**config.mk**
```make
export PLATFORM = sky130hd
export DESIGN_NAME = ddr3_mport_arbiter
export DESIGN_NICKNAME = d
export VERILOG_FILES = /design/src/rtl/ddr3_mport_arbiter.sv
export SDC_FILE = /design/constraint.sdc
export NUM_CORES = 1
export LEC_CHECK = 0
export ABC_AREA = 1
export ABC_CLOCK_PERIOD_IN_PS = 4600
export CAP_MARGIN = 10
export CORE_AREA = 2 2 305 307
export CTS_BUF_LIST = sky130_fd_sc_hd__clkbuf_8
export DETAILED_ROUTE_END_ITERATION = 8
export DIE_AREA = 0 0 307 309
export PLACE_DENSITY = 0.42
export SYNTH_ARGS = -nofsm -noshare
export SYNTH_HDL_FRONTEND = slang
export SYNTH_SLANG_ARGS = --single-unit
```
**constraint.sdc**
```tcl
create_clock -name clk -period 4.6 [get_ports clk]
set_input_delay 0.92 -clock clk [delete_from_list [all_inputs] [get_ports clk]]
set_output_delay 0.92 -clock clk [all_outputs]
set_load 0.005 [all_outputs]
```
**src/rtl/ddr3_mport_arbiter.sv**
```systemverilog
`default_nettype none
// ============================================================================
// Module   : ddr3_mport_arbiter
// Brief    : Round-robin multi-port front end sharing one DDR3 controller
//            command port, with in-order read-return routing by tag FIFO.
// Revision : 1.0
// ============================================================================
module ddr3_mport_arbiter #(
  parameter int NPORTS    = 2,
  parameter int ADDR_W    = 27,
  parameter int DATA_W    = 128,
  parameter int MASK_W    = 16,
  parameter int TAG_DEPTH = 8
) (
  input  logic                     clk,
  input  logic                     rst,
  input  logic [NPORTS-1:0]        req_valid_i,
  output logic [NPORTS-1:0]        req_ready_o,
  input  logic [NPORTS-1:0]        req_we_i,
  input  logic [NPORTS*ADDR_W-1:0] req_addr_i,
  input  logic [NPORTS*DATA_W-1:0] req_wdata_i,
  input  logic [NPORTS*MASK_W-1:0] req_wmask_i,
  output logic [NPORTS-1:0]        rsp_valid_o,
  output logic [DATA_W-1:0]        rsp_data_o,
  output logic                     cmd_valid_o,
  input  logic                     cmd_ready_i,
  output logic                     cmd_we_o,
  output logic [ADDR_W-1:0]        cmd_addr_o,
  output logic [DATA_W-1:0]        cmd_wdata_o,
  output logic [MASK_W-1:0]        cmd_wmask_o,
  input  logic                     rd_valid_i,
  input  logic [DATA_W-1:0]        rd_data_i,
  output logic                     err_orphan_o
);

  localparam int C_PW = (NPORTS > 1) ? $clog2(NPORTS) : 1;
  localparam int C_AW = $clog2(TAG_DEPTH);
  localparam int C_CW = C_AW + 1;

  // Per-port views of the flattened request buses
  logic [ADDR_W-1:0] addr_arr  [NPORTS];
  logic [DATA_W-1:0] wdata_arr [NPORTS];
  logic [MASK_W-1:0] wmask_arr [NPORTS];

  for (genvar p = 0; p < NPORTS; p++) begin : g_unpack
    assign addr_arr[p]  = req_addr_i[p*ADDR_W +: ADDR_W];
    assign wdata_arr[p] = req_wdata_i[p*DATA_W +: DATA_W];
    assign wmask_arr[p] = req_wmask_i[p*MASK_W +: MASK_W];
  end

  logic              cmd_valid_q, cmd_valid_d;
  logic              cmd_we_q,    cmd_we_d;
  logic [ADDR_W-1:0] cmd_addr_q,  cmd_addr_d;
  logic [DATA_W-1:0] cmd_wdata_q, cmd_wdata_d;
  logic [MASK_W-1:0] cmd_wmask_q, cmd_wmask_d;
  logic [C_PW-1:0]   rr_q,        rr_d;
  logic [NPORTS-1:0] rsp_valid_q, rsp_valid_d;
  logic [DATA_W-1:0] rsp_data_q,  rsp_data_d;
  logic              err_q,       err_d;

  logic [C_PW-1:0]   tag_mem_q [TAG_DEPTH];
  logic [C_AW-1:0]   wr_ptr_q, rd_ptr_q;
  logic [C_CW-1:0]   count_q;

  logic              tag_pop, tag_push, tag_full, slot_free;
  logic              grant_found, grant_valid;
  logic [C_PW-1:0]   grant_idx;
  logic [C_PW:0]     cand;
  logic [NPORTS-1:0] eligible;
  logic [C_CW-1:0]   count_post_pop;

  // Full test uses the post-pop count so a same-cycle return frees a slot
  assign tag_pop        = rd_valid_i & (count_q != '0);
  assign count_post_pop = count_q - C_CW'(tag_pop);
  assign tag_full       = (count_post_pop == C_CW'(TAG_DEPTH));
  assign slot_free      = ~cmd_valid_q | cmd_ready_i;
  assign eligible       = req_valid_i & (req_we_i | {NPORTS{~tag_full}});

  always_comb begin
    grant_found = 1'b0;
    grant_idx   = '0;
    cand        = '0;
    for (int i = 1; i <= NPORTS; i++) begin
      cand = {1'b0, rr_q} + (C_PW+1)'(i);
      if (cand >= (C_PW+1)'(NPORTS)) begin
        cand = cand - (C_PW+1)'(NPORTS);
      end
      if (!grant_found && eligible[cand[C_PW-1:0]]) begin
        grant_found = 1'b1;
        grant_idx   = cand[C_PW-1:0];
      end
    end
  end

  assign grant_valid = grant_found & slot_free & ~rst;
  assign tag_push    = grant_valid & ~req_we_i[grant_idx];

  always_comb begin
    req_ready_o = '0;
    if (grant_valid) begin
      req_ready_o[grant_idx] = 1'b1;
    end
  end

  always_comb begin
    cmd_valid_d = cmd_valid_q;
    cmd_we_d    = cmd_we_q;
    cmd_addr_d  = cmd_addr_q;
    cmd_wdata_d = cmd_wdata_q;
    cmd_wmask_d = cmd_wmask_q;
    rr_d        = rr_q;
    if (grant_valid) begin
      cmd_valid_d = 1'b1;
      cmd_we_d    = req_we_i[grant_idx];
      cmd_addr_d  = addr_arr[grant_idx];
      cmd_wdata_d = wdata_arr[grant_idx];
      cmd_wmask_d = wmask_arr[grant_idx];
      rr_d        = grant_idx;
    end else if (cmd_ready_i) begin
      cmd_valid_d = 1'b0;
    end

    rsp_valid_d = '0;
    rsp_data_d  = rsp_data_q;
    if (tag_pop) begin
      rsp_valid_d[tag_mem_q[rd_ptr_q]] = 1'b1;
      rsp_data_d                       = rd_data_i;
    end
    err_d = err_q | (rd_valid_i & ~tag_pop);
  end

  always_ff @(posedge clk) begin
    if (rst) begin
      cmd_valid_q <= 1'b0;
      cmd_we_q    <= 1'b0;
      cmd_addr_q  <= '0;
      cmd_wdata_q <= '0;
      cmd_wmask_q <= '0;
      rr_q        <= C_PW'(NPORTS - 1);
      rsp_valid_q <= '0;
      rsp_data_q  <= '0;
      err_q       <= 1'b0;
      wr_ptr_q    <= '0;
      rd_ptr_q    <= '0;
      count_q     <= '0;
      for (int i = 0; i < TAG_DEPTH; i++) begin
        tag_mem_q[i] <= '0;
      end
    end else begin
      cmd_valid_q <= cmd_valid_d;
      cmd_we_q    <= cmd_we_d;
      cmd_addr_q  <= cmd_addr_d;
      cmd_wdata_q <= cmd_wdata_d;
      cmd_wmask_q <= cmd_wmask_d;
      rr_q        <= rr_d;
      rsp_valid_q <= rsp_valid_d;
      rsp_data_q  <= rsp_data_d;
      err_q       <= err_d;
      if (tag_push) begin
        tag_mem_q[wr_ptr_q] <= grant_idx;
        wr_ptr_q            <= wr_ptr_q + C_AW'(1);
      end
      if (tag_pop) begin
        rd_ptr_q <= rd_ptr_q + C_AW'(1);
      end
      count_q <= count_q + C_CW'(tag_push) - C_CW'(tag_pop);
    end
  end

  assign cmd_valid_o  = cmd_valid_q;
  assign cmd_we_o     = cmd_we_q;
  assign cmd_addr_o   = cmd_addr_q;
  assign cmd_wdata_o  = cmd_wdata_q;
  assign cmd_wmask_o  = cmd_wmask_q;
  assign rsp_valid_o  = rsp_valid_q;
  assign rsp_data_o   = rsp_data_q;
  assign err_orphan_o = err_q;

endmodule
`default_nettype wire
```
==> flow_summary.toml <==
[timing]
fin_crit_sh_pct = 94.7
maxSlewViolCount = 0
setup_viol = 0
worstMarginPinSlew_ns = 1.18
finalHoldViolCount = 0
timing.fmax_mhz = 230
fin_skew_ns = 0.0476
fin_crit_ns = 4.36
tns_ns = 0
relSlewSlack_pct = 21.2

[floorplanning]
coreArea_um2 = 91400
dieArea_um2 = 94900
die_h_um = 309
initial_core_util_pct = 15.4
rows = 111
pin_count = 784
die_w_um = 307

[final_layout]
final_common_cell = "clkdlybuf4s50_1"
fin_area_um2 = 24300
drive_gt1_share_pct = 4.88
post-route-util_pct = 26.6
final_cell_mix = "clkdlybuf4s50_1 (782), nand2_1 (709), dfxtp_1 (318), nor2_1 (288), a21oi_1 (180)"
fin_cells = 4005
area_growth_pct = 72.3
final_nets = 3243

[clock_tree]
post_cts_resized = 0
clock_latency_ns = 0.70
htree_levels = 3
cts.sinks = 326
cts_tree = "done"
clkTransAtPathRegs_ns = 0.05
root_buffer = "clkbuf_8"
cts_setup_buffers = 0
clock_path_buffers = 3
numCtsBuffers = 71
hold_buffers = 0

[worst_hold_path]
hold_class = "reg2reg"

[pwr]
irDropWorstVdd_mv = 0.233
p_per_area_nw_per_um2 = 460
p_total_mw = 11.2
power_leakage_nw = 9.68

[detailed_routing]
vias = 15858
drt-total-wl_mm = 73.1
ant_nets = 0
drt_iter0_markers = 722
vias_per_cell = 3.96
drc = 0
first_pass_iters = 7
wl_per_cell_um = 18.3

[yosys]
syn_area_um2 = 14100
synthCells = 2038
synth_warnings = 0
ys_seq_area_share_pct = 46.8
synth_nets = 2527
ys_ff_latch = 326
synth_cell_types = 30
syn_avg_cell_area_um2 = 6.92

[place]
port_buffers = 783
dp_hpwl_mm = 51.6
dpl.cell_count = 3867
place_congestion = 0.753
placed_cell_area_um2 = 22800

[critical_path]
crit_type = "reg2out"
required_ns = 3.68
cp.arrival_ns = 3.44
path_max_fanout = 6
end_kind = "output port"
start_kind = "flop"

[global_routing]
grt_pass1_vias = 15635
antenna_found_initial = 23
grt_util_all_layers_pct = 14.7
grt_overflow_total = 0
grt_start_max_net_pins = 172
grt_pass1_wl_mm = 104

[run]
cap_violations = 0

[outcome]
outcome = "finished clean"
[final timing paths]
path / startpoint / endpoint / slack [ns] / cells after the start
worst max-delay path: count_q[2] / req_ready_o[1] / 0.24 / 16
worst min-delay path: rd_ptr_q[2] / rd_ptr_q[2] / 0.44 / 1
worst max register to register: count_q[2] / cmd_wdata_o[34] / 1.26 / 18
worst min register to register: rd_ptr_q[2] / rd_ptr_q[2] / 0.44 / 1
[routing by layer]
layer	up-vias	global-route usage [%]	wire, um
met2	541	26.0	36100
met5	-	0	134
li1	7998	-	-
met3	113	6.05	6510
met4	18	4.91	1800
met1	7188	15.8	28600
[cell usage after synthesis]
| cell type | number | area share (%) |
|---|---|---|
| inv_1 | 21 | 0.56 |
| buf_6 | 9 | 0.72 |
| nor3_1 | 5 | 0.18 |
| edfxtp_1 | 8 | 1.7 |
| clkbuf_1 | 68 | 1.8 |
| buf_4 | 32 | 1.7 |
| nor2_1 | 288 | 7.7 |
| ha_1 | 10 | 0.89 |
| nand3_1 | 176 | 6.2 |
| nand4_1 | 2 | 0.089 |
| a21oi_1 | 180 | 6.4 |
| o21ai_1 | 4 | 0.14 |
| o32ai_1 | 2 | 0.12 |
| dfxtp_1 | 318 | 45 |
| fa_1 | 1 | 0.14 |
| xnor2_1 | 1 | 0.062 |
| nor2_4 | 1 | 0.080 |
| nand2_2 | 3 | 0.13 |
| buf_1 | 2 | 0.053 |
| xor2_1 | 1 | 0.062 |
| nand2_1 | 710 | 19 |
| buf_2 | 47 | 1.7 |
| nand3_2 | 3 | 0.21 |
| inv_2 | 3 | 0.080 |
| nand2_4 | 2 | 0.16 |
| nor2_2 | 2 | 0.089 |
| and3_1 | 1 | 0.044 |
| o21ai_0 | 136 | 4.8 |
| buf_8 | 1 | 0.11 |
| mux2_2 | 1 | 0.080 |
[area by class of cell]
type | instances | area (um2)
multi-input cells | 1529 | 6600
well taps | 1186 | 1480
clock buffers | 88 | 1210
inverters | 24 | 98.8
fillers | 10100 | 67100
repair buffers | 802 | 8060
clock inverters | 36 | 224
flip-flops and latches | 326 | 6610
diodes | 14 | 35.0
[registers in the layout (all words and copies together), names as in the netlist, named ones only]
| name | cells |
|---|---|
| cmd_valid_o | 1 |
| tag_mem_q | 8 |
| cmd_addr_o | 27 |
| rsp_valid_o | 2 |
| cmd_wmask_o | 16 |
| rr_q | 1 |
| rd_ptr_q | 3 |
| rsp_data_o | 128 |
| err_orphan_o | 1 |
| cmd_we_o | 1 |
| count_q | 4 |
| cmd_wdata_o | 128 |
| wr_ptr_q | 3 |
[critical path, stage by stage, from the launching register on]
cell and delay (ns):
dfxtp_1 0.30, inv_2 0.10, ha_1 0.19, nand3_1 0.13, nand2_4 0.10, inv_4 0.03
ha_1 0.26, inv_1 0.04, nor2_1 0.07, nand2_1 0.06, nor2_2 0.13, nand3_2 0.13
nand3_4 0.13, nand2_8 0.07, nor2_1 0.27, buf_4 0.21, clkdlybuf4s50_1 0.51
[cells by family (layout without fill, tap and decap cells)]
kind of cell,Yosys count,in the layout,synth area share [%]
multiplexers,1,1,0.0798
flip-flops,326,326,46.8
adder cells (fa/ha/maj),11,11,1.03
other,0,14,0
AND/OR/NAND/NOR,1193,1193,33.8
XOR/XNOR,2,2,0.124
buffers and inverters,183,950,6.70
AO/OA/AOI/OAI,322,322,11.5
[where the power goes]
group / switching [mW] / internal (mW)
clock network: 1.47 / 1.84
logic: 2.26 / 1.93
registers: 0.293 / 3.39
total: 4.02 / 7.16
[stage by stage]
step | setup slack [ns] | hold WS, ns
final | 0.243 | 0.440
after global routing | -0.0120 | 0.478
after CTS | 0.136 | 0.445
after detailed placement | 0.262 | 0.437
after global placement | 0.239 | 0.433
after floorplan | 0.864 | 0.412
Power figures use the tool's default switching activity.
